File: src/rtl/lm96570_cfg_seq.sv
// rtl/lm96570_cfg_seq.sv - configuration table sequencer for the LM96570 SPI engine
//
// Walks a table of SPI shift words held in a synchronous ROM (1-cycle read
// latency) and issues one engine transaction per entry. Each transaction is
// followed by a chip-select-high gap and guarded by a watchdog.
//
// Ports:
//   CLK, RESET          clock, asynchronous active-high reset
//   CFG_START           1-cycle pulse, begins a sequence when idle
//   CFG_ABORT           level, abort at the next state boundary
//   NUM_ENTRIES         entry count, latched on an accepted start
//   CFG_BUSY            high from accepted start until the cycle after CFG_DONE
//   CFG_DONE            1-cycle end-of-sequence pulse
//   CFG_ERR, ERR_IDX    0 ok / 1 timeout / 2 bad bit count / 3 aborted, and entry index
//   TBL_ADDR            ROM address
//   TBL_DATA, TBL_NBIT  ROM word and its bit count
//   SPI_START           engine START
//   SPI_DONE            engine DONE
//   SPI_DATA_IN         engine DATA_IN, held for the whole transaction
//   SPI_NUM_OF_BIT      engine NUM_OF_BIT, held for the whole transaction
//   SPI_RD_DATA         engine RD_DATA
//   LAST_RD_DATA        SPI_RD_DATA captured on each accepted SPI_DONE

module lm96570_cfg_seq #(
  parameter int DATA_WIDTH      = 70,
  parameter int BIT_COUNT_WIDTH = 8,
  parameter int ADDR_WIDTH      = 4,
  parameter int GAP_CYCLES      = 16,
  parameter int TIMEOUT_CYCLES  = 4096
) (
  input  logic                       CLK,
  input  logic                       RESET,
  input  logic                       CFG_START,
  input  logic                       CFG_ABORT,
  input  logic [ADDR_WIDTH:0]        NUM_ENTRIES,
  output logic                       CFG_BUSY,
  output logic                       CFG_DONE,
  output logic [1:0]                 CFG_ERR,
  output logic [ADDR_WIDTH-1:0]      ERR_IDX,
  output logic [ADDR_WIDTH-1:0]      TBL_ADDR,
  input  logic [DATA_WIDTH-1:0]      TBL_DATA,
  input  logic [BIT_COUNT_WIDTH-1:0] TBL_NBIT,
  output logic                       SPI_START,
  input  logic                       SPI_DONE,
  output logic [DATA_WIDTH-1:0]      SPI_DATA_IN,
  output logic [BIT_COUNT_WIDTH-1:0] SPI_NUM_OF_BIT,
  input  logic [DATA_WIDTH-1:0]      SPI_RD_DATA,
  output logic [DATA_WIDTH-1:0]      LAST_RD_DATA
);

  localparam int WDOG_W = $clog2(TIMEOUT_CYCLES + 1);
  localparam int GAP_W  = $clog2(GAP_CYCLES + 1);

  localparam logic [ADDR_WIDTH:0] MAX_ENTRIES = {1'b1, {ADDR_WIDTH{1'b0}}};
  localparam logic [ADDR_WIDTH:0] ONE_ENTRY   = (ADDR_WIDTH + 1)'(1);
  localparam logic [WDOG_W-1:0]   WDOG_LAST   = WDOG_W'(TIMEOUT_CYCLES - 1);
  localparam logic [GAP_W-1:0]    GAP_LAST    = GAP_W'(GAP_CYCLES - 1);

  localparam logic [1:0] ERR_OK      = 2'd0;
  localparam logic [1:0] ERR_TIMEOUT = 2'd1;
  localparam logic [1:0] ERR_NBIT    = 2'd2;
  localparam logic [1:0] ERR_ABORT   = 2'd3;

  typedef enum logic [2:0] {
    ST_IDLE,
    ST_FETCH,
    ST_LAUNCH,
    ST_WAIT,
    ST_GAP,
    ST_FINISH
  } state_t;

  state_t                     state_q, state_d;
  logic [ADDR_WIDTH-1:0]      idx_q, idx_d;
  logic [ADDR_WIDTH:0]        num_q, num_d;
  logic                       busy_q, busy_d;
  logic                       done_q, done_d;
  logic [1:0]                 err_q, err_d;
  logic [ADDR_WIDTH-1:0]      err_idx_q, err_idx_d;
  logic                       start_q, start_d;
  logic [DATA_WIDTH-1:0]      data_q, data_d;
  logic [BIT_COUNT_WIDTH-1:0] nbit_q, nbit_d;
  logic [DATA_WIDTH-1:0]      rd_q, rd_d;
  logic [WDOG_W-1:0]          wdog_q, wdog_d;
  logic [GAP_W-1:0]           gap_q, gap_d;

  logic advance;
  logic last_entry;
  logic nbit_too_big;

  assign last_entry   = ({1'b0, idx_q} == (num_q - ONE_ENTRY));
  assign nbit_too_big = 32'(TBL_NBIT) > 32'(DATA_WIDTH);

  always_comb begin
    state_d   = state_q;
    idx_d     = idx_q;
    num_d     = num_q;
    busy_d    = busy_q;
    done_d    = 1'b0;
    err_d     = err_q;
    err_idx_d = err_idx_q;
    start_d   = 1'b0;
    data_d    = data_q;
    nbit_d    = nbit_q;
    rd_d      = rd_q;
    wdog_d    = wdog_q;
    gap_d     = gap_q;
    advance   = 1'b0;

    case (state_q)
      ST_IDLE: begin
        // Busy drops in the cycle after the done pulse; a start seen while
        // busy is still high is ignored.
        if (done_q) begin
          busy_d = 1'b0;
        end
        if (CFG_START && !busy_q) begin
          num_d     = (NUM_ENTRIES > MAX_ENTRIES) ? MAX_ENTRIES : NUM_ENTRIES;
          err_d     = ERR_OK;
          err_idx_d = '0;
          idx_d     = '0;
          busy_d    = 1'b1;
          state_d   = (NUM_ENTRIES == '0) ? ST_FINISH : ST_FETCH;
        end
      end

      ST_FETCH: begin
        if (CFG_ABORT) begin
          err_d     = ERR_ABORT;
          err_idx_d = idx_q;
          state_d   = ST_FINISH;
        end else begin
          state_d = ST_LAUNCH;
        end
      end

      ST_LAUNCH: begin
        if (CFG_ABORT) begin
          err_d     = ERR_ABORT;
          err_idx_d = idx_q;
          state_d   = ST_FINISH;
        end else if (TBL_NBIT == '0) begin
          advance = 1'b1;
        end else if (nbit_too_big) begin
          err_d     = ERR_NBIT;
          err_idx_d = idx_q;
          state_d   = ST_FINISH;
        end else begin
          data_d  = TBL_DATA;
          nbit_d  = TBL_NBIT;
          start_d = 1'b1;
          wdog_d  = '0;
          state_d = ST_WAIT;
        end
      end

      ST_WAIT: begin
        // Abort is deliberately not looked at here so a frame is never cut;
        // it is picked up in the following gap. A DONE overlapping our own
        // START cycle belongs to nothing we issued.
        if (SPI_DONE && !start_q) begin
          rd_d    = SPI_RD_DATA;
          gap_d   = '0;
          state_d = ST_GAP;
        end else if (wdog_q == WDOG_LAST) begin
          err_d     = ERR_TIMEOUT;
          err_idx_d = idx_q;
          state_d   = ST_FINISH;
        end else begin
          wdog_d = wdog_q + 1'b1;
        end
      end

      ST_GAP: begin
        if (CFG_ABORT) begin
          err_d     = ERR_ABORT;
          err_idx_d = idx_q;
          state_d   = ST_FINISH;
        end else if (gap_q == GAP_LAST) begin
          advance = 1'b1;
        end else begin
          gap_d = gap_q + 1'b1;
        end
      end

      ST_FINISH: begin
        done_d  = 1'b1;
        state_d = ST_IDLE;
      end

      default: begin
        state_d = ST_IDLE;
      end
    endcase

    if (advance) begin
      if (last_entry) begin
        state_d = ST_FINISH;
      end else begin
        idx_d   = idx_q + 1'b1;
        state_d = ST_FETCH;
      end
    end
  end

  always_ff @(posedge CLK or posedge RESET) begin
    if (RESET) begin
      state_q   <= ST_IDLE;
      idx_q     <= '0;
      num_q     <= '0;
      busy_q    <= 1'b0;
      done_q    <= 1'b0;
      err_q     <= ERR_OK;
      err_idx_q <= '0;
      start_q   <= 1'b0;
      data_q    <= '0;
      nbit_q    <= '0;
      rd_q      <= '0;
      wdog_q    <= '0;
      gap_q     <= '0;
    end else begin
      state_q   <= state_d;
      idx_q     <= idx_d;
      num_q     <= num_d;
      busy_q    <= busy_d;
      done_q    <= done_d;
      err_q     <= err_d;
      err_idx_q <= err_idx_d;
      start_q   <= start_d;
      data_q    <= data_d;
      nbit_q    <= nbit_d;
      rd_q      <= rd_d;
      wdog_q    <= wdog_d;
      gap_q     <= gap_d;
    end
  end

  assign CFG_BUSY       = busy_q;
  assign CFG_DONE       = done_q;
  assign CFG_ERR        = err_q;
  assign ERR_IDX        = err_idx_q;
  assign TBL_ADDR       = idx_q;
  assign SPI_START      = start_q;
  assign SPI_DATA_IN    = data_q;
  assign SPI_NUM_OF_BIT = nbit_q;
  assign LAST_RD_DATA   = rd_q;

endmodule

File: config.mk
export PLATFORM = sky130hd
export DESIGN_NAME = lm96570_cfg_seq
export DESIGN_NICKNAME = d
export VERILOG_FILES = /design/src/rtl/lm96570_cfg_seq.sv
export SDC_FILE = /design/constraint.sdc
export NUM_CORES = 1
export LEC_CHECK = 0
export CORE_ASPECT_RATIO = 0.6
export CORE_MARGIN = 1.5
export CORE_UTILIZATION = 47
export DETAILED_ROUTE_END_ITERATION = 7
export GPL_TIMING_DRIVEN = 0
export PLACE_DENSITY = 0.95
export SLEW_MARGIN = 30
export SYNTH_ARGS = -nofsm -noshare
export SYNTH_HDL_FRONTEND = slang
export SYNTH_SLANG_ARGS = --single-unit
File: constraint.sdc
create_clock -name CLK -period 14.7 [get_ports CLK]
set_clock_uncertainty 0.15 [all_clocks]
set_input_delay 1.47 -clock CLK [delete_from_list [all_inputs] [get_ports CLK]]
set_output_delay 1.47 -clock CLK [all_outputs]
set_load 0.05 [all_outputs]
# Word-level counts from Yosys, hierarchy flattened
# Cells that the tools add are included.
# word_totals
ff_bits	187
in_bits	158
out_inout_bits	161
elab_cells	122
# classes
n_addsub	4
order_cmp	2
eq_ne	25
mux	55
n_bitwise	3
n_reduce_logical	20
# ops
op	count
two-way mux 13 bit	5
two-way mux 4 bit	11
two-way mux 3 bit	11
one-hot mux 13 bit (2 select lines)	1
two-way mux 5 bit	4
!= test 2 bit, second input constant	10
one-hot mux 4 bit (4 select lines)	1
one-hot mux 3 bit (5 select lines)	1
two-way mux 2 bit	7
adder 13 x 1 -> 13 bit, second input constant	1
== test 13 x 12 -> 1 bit, second input constant	1
!= test 3 bit, second input constant	4
AND reduction 4 bit	3
two-way mux 1 bit	11
one-hot mux 5 bit (2 select lines)	1
> comparator 8 x 7 -> 1 bit, second input constant	1
zero test 8 bit	1
!= test 4 bit, second input constant	2
one-hot mux 2 bit (4 select lines)	1
AND reduction 7 bit	1
== test 3 x 2 -> 1 bit, second input constant	2
== test 3 bit, second input constant	2
AND reduction 2 bit	3
AND reduction 6 bit	1
17 further kinds	23

# Logic depth before layout (Yosys ltp)
# logic_depth
depth_word	6
depth_mapped	7

# Least setup slack after synthesis
# OpenSTA, ideal clock, no wires.
# synth_timing
path_type	input port to flip-flop
start	in TBL_NBIT[6]
end	reg data_q[58] (netlist: SPI_DATA_IN[58])
arrival_ns	2.828
slack_ns	11.597
cell_stages	6
n_path_buf	2
path_cell_list	nor4_1 nand2_1 o211ai_1 clkbuf_1 buf_2 mux2_2
# synth_between
elab_chain_cells	3
word_cells_on_any_way	5
# synth_lines
element	line_no	rtl
start: declaration	42	input logic [BIT_COUNT_WIDTH-1:0] TBL_NBIT,
> comparator 8 x 7 -> 1 bit or zero test 8 bit (tied branches)	92, 142	
inverter 1 bit (no source line)	-	
AND reduction 4 bit (no source line) (*)	-	
end signal: assignment	230	data_q <= data_d;
end: declaration	81	logic [DATA_WIDTH-1:0] data_q, data_d;
# Mark *: on every way between the ends. The rest lies on a longest branch, timed or not.
# A chain may end at the register's enable or synchronous reset.

# Final worst setup path
# layout_timing
start	in TBL_NBIT[2]
end	reg data_q[15] (netlist: SPI_DATA_IN[15])
# The elaborated chain is that of the path after synthesis.

==> impl_results.md <==
- Req. time, crit path: 14.84 ns
- Slew HR: 0.539
- # clock sinks: 187
- Worst-path fanout max: 10
- Placed cell count: 1090
- Buffers added on ports: 318
- Clock tree from TritonCTS: done
- Setup bufs post-CTS: 0
- Routed wire per std cell: 18.9 µm
- IO Count: 319
- Final hold viol count: 0
- Worst r2r src: state_q[2]$_DFFE_PP0P_
- Routability congestion estimate: 0.903
- Nets@finish: 1063
- Pin count of the biggest net entering global routing: 89
- Number of fill cells in the layout: 1043
- Post-Route M1 WL: 8280 µm
- Unrepaired setup endpoints after global routing: false
- Core area: 0.0162 mm²
- Root buf cell: clkbuf_16
- H-tree levels: 4
- Synth-to-Final Area Change: 52.0%
- Vias in the first global route: 5987
- Layout Cells excl Fill: 1121
- Sequential Area: 0.00468 mm²
- Hold Path Class: reg -> reg
- Via count: 5829
- Fin. max-slew vios: 0
- Commonest register cell after synthesis: dfrtp_1
- Synth Warn #: 0
- Lkg Pwr: 0.00519 µW
- DR top layer: met4
- FF-to-FF End: TBL_ADDR[2]$_DFF_PP0_
- Layout cells sized above 1: 0.226
- Routed wl met2: 10600 µm
- Worst setup path start: TBL_NBIT[2]
- Crit path arrival time: 3.86 ns
- GRT Total Usage: 0.243
- R2r setup slk: 12.16 ns
- CP endpoint: SPI_DATA_IN[15]$_DFFE_PP0P_
- Asr flop ratio synth: 1.00
- Initial antenna violation count: 0
- Post-CTS sizing: 0
- Drt drc: 0
- Multi-input logic area: 0.00292 mm²
- Num CTS Buffers: 17
- Setup-failing EPs final: 0
- Initial Utilization: 0.479
- Worst skew pair latency: 0.42 ns
- Sum of negative setup slack: 0 ns
- Pre-CTS WS: 10.56 ns
- Unique masters post-synth: 59
- Worst-Margin Slew: 0.688 ns
- Post-synth EDFFs: 0
- Number of cells on the worst hold path: 2
- Ant. Diodes: 0
- Vias/cell: 5.20
- DP HPWL: 16300 µm
- Clock edge transition at the registers on the reported setup and hold paths: 0.07 ns
- Overall power: 2810 µW
- Worst setup EP type: flop
- Die width: 169 µm
- Pwr/cell area: 238 mW/mm²
- CTS Hold Bufs: 0
- Drt total wl: 21100 µm
- Rows: 36
- Cells after synthesis: 561
- Max Cap Viol: 0
- Cells on worst reg2reg path: 7
- Post-route ant nets: 0
- First-pass GRT wire length: 32000 µm
- TritonRoute pass-1 iters: 5
- Final Critical Period: 3.72 ns
- Sequential fraction of the synthesis area: 0.602
- WHS: 0.336 ns
- Drt initial violations: 274
- Status: completed
- Final setup slack of the worst path: 10.98 ns
- Fmax: 269 MHz
- Die area: 0.0173 mm²
- Chip height: 103 µm
- Total congestion overflow: 0
- Post-synthesis cell area: 0.00777 mm²
- Element type at the critical path start: input pin
- VDD IR-drop max: 0.000154 V
- Syn_nets: 724
- Crit Path Category: in -> reg
- Final period util: 0.253
- Syn Area/Cell: 13.9 µm²
- #FFs+latches synth: 187
- WL met3: 2020 µm
- Clk buf depth: 2
-- stage by stage --
step / utilization / instance area, µm²
finish: 0.729 / 11800
global route: 0.729 / 11800
CTS: 0.729 / 11800
detailed placement: 0.696 / 11300
global placement: 0.692 / 11200
floorplan: - / 7770
-- cells in the mapped netlist (5+ instances only) --
cell type  instances  area share
dfrtp_1          187        0.60
mux2_2           143        0.21
nand2_1           30       0.014
buf_2             19       0.012
nor2_1            18      0.0087
inv_1             13      0.0063
nand3_1           10      0.0064
o21ai_0           10      0.0064
xnor2_1           10       0.011
nor4_1             9      0.0072
a21oi_1            8      0.0052
nand2b_1           7      0.0056
clkbuf_1           6      0.0029
mux2_1             6      0.0087
ha_1               5      0.0080
mux2i_1            5      0.0064
nor2b_1            5      0.0040
o211ai_1           5      0.0048
xor2_1             5      0.0056
-- sequential cells by signal (all words and copies together) (netlist names) --
signal / flops
CFG_DONE: 1
num_q: 5
ERR_IDX: 4
gap_q: 5
wdog_q: 13
CFG_ERR: 2
TBL_ADDR: 4
LAST_RD_DATA: 70
state_q: 3
CFG_BUSY: 1
SPI_START: 1
SPI_DATA_IN: 70
SPI_NUM_OF_BIT: 8
-- routing by layer --
metal	vias to the layer above	global-route usage
met3	17	0.0948
li1	2686	-
met1	2885	0.288
met2	241	0.421
met4	0	0.0613
met5	-	0
-- placed cells by master (no fill, tap or decap), types with 4 or more instances in the layout --
cell	netlist	layout
clkdlybuf4s50_1	0	318
dfrtp_1	187	187
mux2_2	143	143
nand2_1	30	30
buf_2	19	19
nor2_1	18	18
clkbuf_16	0	17
inv_1	13	12
nand3_1	10	10
o21ai_0	10	10
xnor2_1	10	10
nor4_1	9	9
clkbuf_1	6	8
a21oi_1	8	8
nand2b_1	7	7
mux2_1	6	6
nor2b_1	5	5
o211ai_1	5	5
xor2_1	5	5
mux2i_1	5	5
ha_1	5	5
nand4_1	4	4
a22o_1	4	4
-- cells by family (layout without fill, tap and decap cells) --
group,count (synthesis),in the layout,share of synthesized area
AO/OA/AOI/OAI,52,52,0.0497
XOR/XNOR,16,16,0.0198
adder cells (fa/ha/maj),5,5,0.00805
buffers and inverters,40,391,0.0224
flip-flops,187,187,0.602
multiplexers,154,154,0.222
AND/OR/NAND/NOR,107,107,0.0758
-- worst max-delay path, cell delays in order --
cell and delay (ns):
clkdlybuf4s50_1 0.53, nand2_1 0.07, o21a_1 0.23, o211ai_1 0.30
clkbuf_1 0.50, buf_2 0.38, mux2_2 0.37
-- worst min-delay path by stage --
| stage | from | to | slack, ns |
|---|---|---|---|
| 2_1_floorplan | num_q[3]$_DFFE_PP0P_ | num_q[3]$_DFFE_PP0P_ | 0.30 |
| 5_1_grt | SPI_DATA_IN[33]$_DFFE_PP0P_ | SPI_DATA_IN[33]$_DFFE_PP0P_ | 0.36 |
| 3_5_place_dp | num_q[3]$_DFFE_PP0P_ | num_q[3]$_DFFE_PP0P_ | 0.32 |
| 4_1_cts | num_q[3]$_DFFE_PP0P_ | num_q[3]$_DFFE_PP0P_ | 0.34 |
| 3_3_place_gp | num_q[3]$_DFFE_PP0P_ | num_q[3]$_DFFE_PP0P_ | 0.32 |
| 6_report | num_q[3]$_DFFE_PP0P_ | num_q[3]$_DFFE_PP0P_ | 0.34 |
-- report_power, final --
group | total (µW) | leakage, µW | internal (µW) | switching, µW
clock network | 423 | 0.000255 | 223 | 200
logic | 1540 | 0.00252 | 565 | 978
registers | 848 | 0.00242 | 726 | 121
-- cell type report --
class / count / area share
buffer: 26 / 0.0103
clock buffer: 20 / 0.0378
clock inverter: 11 / 0.00741
inverter: 14 / 0.00508
multi-input combinational: 334 / 0.247
sequential: 187 / 0.396
tap: 209 / 0.0221
timing repair buffer: 320 / 0.274
Power figures use the tool's default switching activity.
